`src/rtl/mc_main_control_if.sv`:
```
// Control bus between the multicycle main FSM and the datapath.
// master drives opcode/zero/mem_ready, slave is the control FSM.
interface mc_main_control_if;
  logic [5:0] opcode;
  logic       zero;
  logic       mem_ready;
  logic [1:0] ALUOp;
  logic       ALUSrcA;
  logic [1:0] ALUSrcB;
  logic [1:0] PCSource;
  logic       PCWrite;
  logic       IorD;
  logic       MemRead;
  logic       MemWrite;
  logic       IRWrite;
  logic       RegDst;
  logic       MemtoReg;
  logic       RegWrite;
  logic       illegal;
  logic [3:0] state;

  modport master (
    output opcode, zero, mem_ready,
    input  ALUOp, ALUSrcA, ALUSrcB, PCSource, PCWrite,
    input  IorD, MemRead, MemWrite, IRWrite,
    input  RegDst, MemtoReg, RegWrite, illegal, state
  );

  modport slave (
    input  opcode, zero, mem_ready,
    output ALUOp, ALUSrcA, ALUSrcB, PCSource, PCWrite,
    output IorD, MemRead, MemWrite, IRWrite,
    output RegDst, MemtoReg, RegWrite, illegal, state
  );
endinterface

```
`src/rtl/mc_main_control.sv`:
```
// Multicycle main control FSM: sequences fetch/decode/execute and
// drives every datapath enable, mux select and the 2-bit ALUOp.
module mc_main_control #(
  parameter logic [5:0] OP_RTYPE = 6'b000000,
  parameter logic [5:0] OP_LW    = 6'b100011,
  parameter logic [5:0] OP_SW    = 6'b101011,
  parameter logic [5:0] OP_BEQ   = 6'b000100,
  parameter logic [5:0] OP_J     = 6'b000010,
  parameter logic [5:0] OP_ADDI  = 6'b001000
) (
  input logic               clk,
  input logic               rst,
  mc_main_control_if.slave  bus
);

  typedef enum logic [3:0] {
    S_FETCH  = 4'd0,
    S_DECODE = 4'd1,
    S_MEMADR = 4'd2,
    S_MEMRD  = 4'd3,
    S_MEMWB  = 4'd4,
    S_MEMWR  = 4'd5,
    S_EXEC   = 4'd6,
    S_ALUWB  = 4'd7,
    S_BRANCH = 4'd8,
    S_JUMP   = 4'd9,
    S_ADDIEX = 4'd10,
    S_ADDIWB = 4'd11
  } state_t;

  state_t r_state;
  logic   r_is_load;
  logic   w_known_op;

  assign w_known_op = (bus.opcode == OP_RTYPE) ||
                      (bus.opcode == OP_LW)    ||
                      (bus.opcode == OP_SW)    ||
                      (bus.opcode == OP_BEQ)   ||
                      (bus.opcode == OP_J)     ||
                      (bus.opcode == OP_ADDI);

  // State sequencing; opcode is only looked at in DECODE.
  always_ff @(posedge clk or posedge rst) begin
    if (rst) begin
      r_state   <= S_FETCH;
      r_is_load <= 1'b0;
    end else begin
      unique case (r_state)
        S_FETCH:  if (bus.mem_ready) r_state <= S_DECODE;
        S_DECODE: begin
          r_is_load <= (bus.opcode == OP_LW);
          if (bus.opcode == OP_LW || bus.opcode == OP_SW)
            r_state <= S_MEMADR;
          else if (bus.opcode == OP_RTYPE)
            r_state <= S_EXEC;
          else if (bus.opcode == OP_BEQ)
            r_state <= S_BRANCH;
          else if (bus.opcode == OP_J)
            r_state <= S_JUMP;
          else if (bus.opcode == OP_ADDI)
            r_state <= S_ADDIEX;
          else
            r_state <= S_FETCH;
        end
        S_MEMADR: r_state <= r_is_load ? S_MEMRD : S_MEMWR;
        S_MEMRD:  if (bus.mem_ready) r_state <= S_MEMWB;
        S_MEMWB:  r_state <= S_FETCH;
        S_MEMWR:  if (bus.mem_ready) r_state <= S_FETCH;
        S_EXEC:   r_state <= S_ALUWB;
        S_ALUWB:  r_state <= S_FETCH;
        S_BRANCH: r_state <= S_FETCH;
        S_JUMP:   r_state <= S_FETCH;
        S_ADDIEX: r_state <= S_ADDIWB;
        S_ADDIWB: r_state <= S_FETCH;
        default:  r_state <= S_FETCH;
      endcase
    end
  end

  // Moore decode of state; rst gates everything so no write survives it.
  always_comb begin
    bus.ALUOp    = 2'b00;
    bus.ALUSrcA  = 1'b0;
    bus.ALUSrcB  = 2'b00;
    bus.PCSource = 2'b00;
    bus.PCWrite  = 1'b0;
    bus.IorD     = 1'b0;
    bus.MemRead  = 1'b0;
    bus.MemWrite = 1'b0;
    bus.IRWrite  = 1'b0;
    bus.RegDst   = 1'b0;
    bus.MemtoReg = 1'b0;
    bus.RegWrite = 1'b0;
    bus.illegal  = 1'b0;
    bus.state    = r_state;
    if (rst) begin
      bus.state = S_FETCH;
    end else begin
      unique case (r_state)
        S_FETCH: begin
          bus.MemRead = 1'b1;
          bus.ALUSrcB = 2'b01;
          bus.IRWrite = bus.mem_ready;
          bus.PCWrite = bus.mem_ready;
        end
        S_DECODE: begin
          bus.ALUSrcB = 2'b11;
          bus.illegal = ~w_known_op;
        end
        S_MEMADR: begin
          bus.ALUSrcA = 1'b1;
          bus.ALUSrcB = 2'b10;
        end
        S_MEMRD: begin
          bus.MemRead = 1'b1;
          bus.IorD    = 1'b1;
        end
        S_MEMWB: begin
          bus.MemtoReg = 1'b1;
          bus.RegWrite = 1'b1;
        end
        S_MEMWR: begin
          bus.MemWrite = 1'b1;
          bus.IorD     = 1'b1;
        end
        S_EXEC: begin
          bus.ALUSrcA = 1'b1;
          bus.ALUOp   = 2'b10;
        end
        S_ALUWB: begin
          bus.RegDst   = 1'b1;
          bus.RegWrite = 1'b1;
        end
        S_BRANCH: begin
          bus.ALUSrcA  = 1'b1;
          bus.ALUOp    = 2'b01;
          bus.PCSource = 2'b01;
          bus.PCWrite  = bus.zero;
        end
        S_JUMP: begin
          bus.PCSource = 2'b10;
          bus.PCWrite  = 1'b1;
        end
        S_ADDIEX: begin
          bus.ALUSrcA = 1'b1;
          bus.ALUSrcB = 2'b10;
        end
        S_ADDIWB: begin
          bus.RegWrite = 1'b1;
        end
        default: ;
      endcase
    end
  end

endmodule

```
`src/flat_wrapper.sv`:
```
// flat-port wrapper written by rule: the top's interface ports become plain ports
module mc_main_control_flat 
#(
  parameter logic [5:0] OP_RTYPE = 6'b000000,
  parameter logic [5:0] OP_LW    = 6'b100011,
  parameter logic [5:0] OP_SW    = 6'b101011,
  parameter logic [5:0] OP_BEQ   = 6'b000100,
  parameter logic [5:0] OP_J     = 6'b000010,
  parameter logic [5:0] OP_ADDI  = 6'b001000
)
  (clk, rst, bus_opcode, bus_zero, bus_mem_ready, bus_ALUOp, bus_ALUSrcA, bus_ALUSrcB, bus_PCSource, bus_PCWrite, bus_IorD, bus_MemRead, bus_MemWrite, bus_IRWrite, bus_RegDst, bus_MemtoReg, bus_RegWrite, bus_illegal, bus_state);
  mc_main_control_if bus_i ();
  input logic clk;
  input logic rst;
  input wire logic [$bits(bus_i.opcode)-1:0] bus_opcode;
  input wire logic [$bits(bus_i.zero)-1:0] bus_zero;
  input wire logic [$bits(bus_i.mem_ready)-1:0] bus_mem_ready;
  output wire logic [$bits(bus_i.ALUOp)-1:0] bus_ALUOp;
  output wire logic [$bits(bus_i.ALUSrcA)-1:0] bus_ALUSrcA;
  output wire logic [$bits(bus_i.ALUSrcB)-1:0] bus_ALUSrcB;
  output wire logic [$bits(bus_i.PCSource)-1:0] bus_PCSource;
  output wire logic [$bits(bus_i.PCWrite)-1:0] bus_PCWrite;
  output wire logic [$bits(bus_i.IorD)-1:0] bus_IorD;
  output wire logic [$bits(bus_i.MemRead)-1:0] bus_MemRead;
  output wire logic [$bits(bus_i.MemWrite)-1:0] bus_MemWrite;
  output wire logic [$bits(bus_i.IRWrite)-1:0] bus_IRWrite;
  output wire logic [$bits(bus_i.RegDst)-1:0] bus_RegDst;
  output wire logic [$bits(bus_i.MemtoReg)-1:0] bus_MemtoReg;
  output wire logic [$bits(bus_i.RegWrite)-1:0] bus_RegWrite;
  output wire logic [$bits(bus_i.illegal)-1:0] bus_illegal;
  output wire logic [$bits(bus_i.state)-1:0] bus_state;
  assign bus_i.opcode = bus_opcode;
  assign bus_i.zero = bus_zero;
  assign bus_i.mem_ready = bus_mem_ready;
  assign bus_ALUOp = bus_i.ALUOp;
  assign bus_ALUSrcA = bus_i.ALUSrcA;
  assign bus_ALUSrcB = bus_i.ALUSrcB;
  assign bus_PCSource = bus_i.PCSource;
  assign bus_PCWrite = bus_i.PCWrite;
  assign bus_IorD = bus_i.IorD;
  assign bus_MemRead = bus_i.MemRead;
  assign bus_MemWrite = bus_i.MemWrite;
  assign bus_IRWrite = bus_i.IRWrite;
  assign bus_RegDst = bus_i.RegDst;
  assign bus_MemtoReg = bus_i.MemtoReg;
  assign bus_RegWrite = bus_i.RegWrite;
  assign bus_illegal = bus_i.illegal;
  assign bus_state = bus_i.state;
  mc_main_control #(.OP_RTYPE(OP_RTYPE), .OP_LW(OP_LW), .OP_SW(OP_SW), .OP_BEQ(OP_BEQ), .OP_J(OP_J), .OP_ADDI(OP_ADDI)) u_core (.clk(clk), .rst(rst), .bus(bus_i));
endmodule
```
`config.mk`:
```
export PLATFORM = sky130hd
export DESIGN_NAME = mc_main_control_flat
export DESIGN_NICKNAME = d
export VERILOG_FILES = /design/src/rtl/mc_main_control_if.sv /design/src/rtl/mc_main_control.sv /design/src/flat_wrapper.sv
export SDC_FILE = /design/constraint.sdc
export NUM_CORES = 1
export LEC_CHECK = 0
export BUFFER_PORTS_ARGS = -buffer_cell sky130_fd_sc_hd__buf_2
export CAP_MARGIN = 40
export CELL_PAD_IN_SITES_DETAIL_PLACEMENT = 1
export CELL_PAD_IN_SITES_GLOBAL_PLACEMENT = 1
export CORE_MARGIN = 1
export CORE_UTILIZATION = 30
export CTS_CLUSTER_DIAMETER = 150
export DETAILED_ROUTE_END_ITERATION = 8
export PLACE_DENSITY_LB_ADDON = 0.1
export REMOVE_ABC_BUFFERS = 1
export SETUP_SLACK_MARGIN = 0.5
export SKIP_LAST_GASP = 1
export SLEW_MARGIN = 15
export SYNTH_ARGS = -nofsm -noshare
export SYNTH_HDL_FRONTEND = slang
export SYNTH_SLANG_ARGS = --single-unit
```
`constraint.sdc`:
```
create_clock -name clk -period 2.05 [get_ports clk]
set_input_delay 0.205 -clock clk [delete_from_list [all_inputs] [get_ports clk]]
set_output_delay 0.205 -clock clk [all_outputs]
set_load 0.02 [all_outputs]
```
==> results.yml <==
clock_network:
  clk_pin_slew_ns: 0.04
  cts_hold_repair.buffers: 0
  clock_latency_ns: 0.24
  cts_root_buf: "clkbuf_4"
  cts_inserted_buffers: 3
  htreeDepth: 1
  clk_path_buf_depth: 2
  cts_tree: "built"
  clock_sinks: 5
run_status:
  status: "finished, final reports clean"
floorplanning:
  ios: 30
  die_area_mm2: 0.00232
  die_h_um: 48.1
  fp-row-count: 16
  coreArea_mm2: 0.00198
  die_w_um: 48.1
  start_util_pct: 32.2
timing:
  maxSlewViolCount: 0
  setup_viol_count_final: 0
  finalHoldViolCount: 0
  holdWs_ns: 0.0709
  rsz0062_at_grt: "true"
  period_share_pct: 89.1
  max-slew-margin-rel_pct: 68.2
  max_freq_ghz: 0.548
  fin_crit_ns: 1.83
  finalSetupTns_ns: 0
  worst_pin_slew_ns: 0.466
  final.setup_skew_ns: 0.000925
place:
  hpwl_um: 1470
  gp_congestion: 0.752
  io_buffer_count: 29
routing:
  ant_nets: 0
  drt-vias-per-instance: 5.46
  drc: 0
  initialDrtViolationCount: 15
  detail_route.first_pass.iterations: 4
  wl_um: 2540
  vias: 852
  wl_per_cell_um: 16.3
power_and_ir_drop:
  clkPwrFrac_pct: 22.3
  netSwitchingFraction_pct: 39.4
  power_leakage_nw: 0.510
  p_int_mw: 0.308
  p_total_mw: 0.508
  comb_power_share_pct: 55.6
  powerDensity_mw_per_mm2: 448
  switching_power_mw: 0.200
  p_seq_share_pct: 22.1
  peakVddDrop_mv: 0.283
synth:
  yosys-top-cells-area: "dfrtp_1 (20%), a21oi_1 (4.7%), nor3_1 (4.7%)"
  yosys-top-cells-count: "nand2_1 (7), nor2_1 (7)"
  yosys_register_bits: 5
  seq_area_frac_synth_pct: 19.6
  yosys_warnings: 0
  yosysUniqueCellTypes: 38
  syn_area_um2: 638
  synth_top_area_share_pct: 19.6
  syn_avg_cell_area_um2: 7.17
  synth_cells: 89
  synth-edff-count: 0
  synth_area_leader_cell: "dfrtp_1"
  async_flop_share_pct: 100
  synth-main-ff-cell: "dfrtp_1"
cells_and_area:
  register_area_um2: 126
  area_growth_pct: 77.5
  antennaDiodeCount: 0
  multiInputGateArea_um2: 552
  fin_nets: 140
  drive_gt1_share_pct: 56.6
  nFillCells: 245
grt:
  grt_max_degree: 23
  gr-usage-all-layers_pct: 22.6
  antenna_found_initial: 0
  grt_pass1_wl_um: 3680
  use_met3_pct: 2.59
  busiest_layer: "met2"
  met2_usage_pct: 39.7
  grt_pass1_vias: 748
  grt-ovfl-total: 0
  grt_use_met1_pct: 30.8
flow_run:
  max_cap_viol_count: 0
setup_path:
  reg2reg_to: "u_core.r_state[2]"
  cp_data_arrival_time_ns: 1.62
  criticalPathCategory: "flip-flop to primary output"
  crit_path_max_fanout: 5
  worstSetupStartpointType: "flip-flop"
  end_kind: "primary output"
  r2r_setup_slack_ns: 0.27
  reg2reg_depth: 4
  r2r-start: "u_core.r_state[1]"
  worstPathRequired_ns: 1.85
worst_hold_path:
  min-delay-path-class: "primary input to async pin"
[flip-flops by register name (all words and copies together) (netlist names)]
signal / count
u_core.r_state: 4
u_core.r_is_load: 1
[power groups by stage]
stage                     clock, mW  combinational, mW  sequential, mW
after floorplan                   0              0.101           0.126
after CTS                     0.117              0.255           0.110
final                         0.113              0.282           0.112
after global placement            0              0.181           0.111
after global routing          0.129              0.301           0.112
after detailed placement          0              0.181           0.111
[final cells by class]
class                           instances  area share, %
Clock buffer                            4           2.32
Inverter                                6           1.99
Multi-Input combinational cell         69           48.7
Sequential cell                         5           11.2
Tap cell                               27           2.98
Timing Repair Buffer                   45           32.8
[worst max path at each step]
| stage | startpoint | endpoint | cells after the start |
|---|---|---|---|
| global route | u_core.r_state[1] | bus_illegal | 4 |
| finish | u_core.r_state[1] | bus_illegal | 4 |
| detailed placement | u_core.r_state[1] | u_core.r_state[2] | 4 |
| global placement | u_core.r_state[1] | u_core.r_state[2] | 4 |
| CTS | u_core.r_state[1] | bus_illegal | 4 |
| floorplan | u_core.r_state[3] | bus_PCWrite | 2 |
[kinds of logic (layout without fill, tap and decap cells)]
group	count (synthesis)	after routing	synth area share (%)
AOI/OAI and AO/OA	26	26	29.8
xor gates and xnor gates	3	3	4.12
buffers and inverters	15	55	10.2
DFF	5	5	19.6
and+or+nand+nor	40	40	36.3
[cell usage in the layout, fill, tap and decap left out, types with 3 or more instances in the layout]
cell type / count
nor2_1: 3
dfrtp_1: 4
buf_2: 21
clkbuf_4: 3
inv_1: 5
nand2_1: 4
nor2b_1: 3
buf_6: 3
buf_4: 16
nor3_1: 4
a21oi_1: 5
o21ai_0: 4
[what timing repair did]
item,CTS,global route
pin swaps,5,6
cloned,1,1
resized for setup,28,18
endpoints found under the setup margin,17,22
setup buffers,9,1
[metrics by stage]
step           util [%]  setup WS, ns  area, um^2  std cells
6_report           57.1         0.224        1130        156
5_1_grt            57.1         0.193        1130        156
4_1_cts            52.2         0.259        1030        154
3_5_place_dp       40.6         0.353         805        140
3_3_place_gp       40.6         0.383         805        140
2_1_floorplan         -       -0.0616         596         80
[critical path, cell delays in order (launching register included)]
cell	delay (ns)
dfrtp_1	0.40
or4b_4	0.59
nor2_2	0.10
o311a_1	0.16
buf_4	0.13
[per-layer routing]
metal | wire length (um) | vias to the layer above
li1 | - | 416
met1 | 1120 | 406
met2 | 1330 | 25
met3 | 59 | 5
met4 | 25 | 0
met5 | 0 | -
No activity file was read; power rests on OpenSTA's default activity.
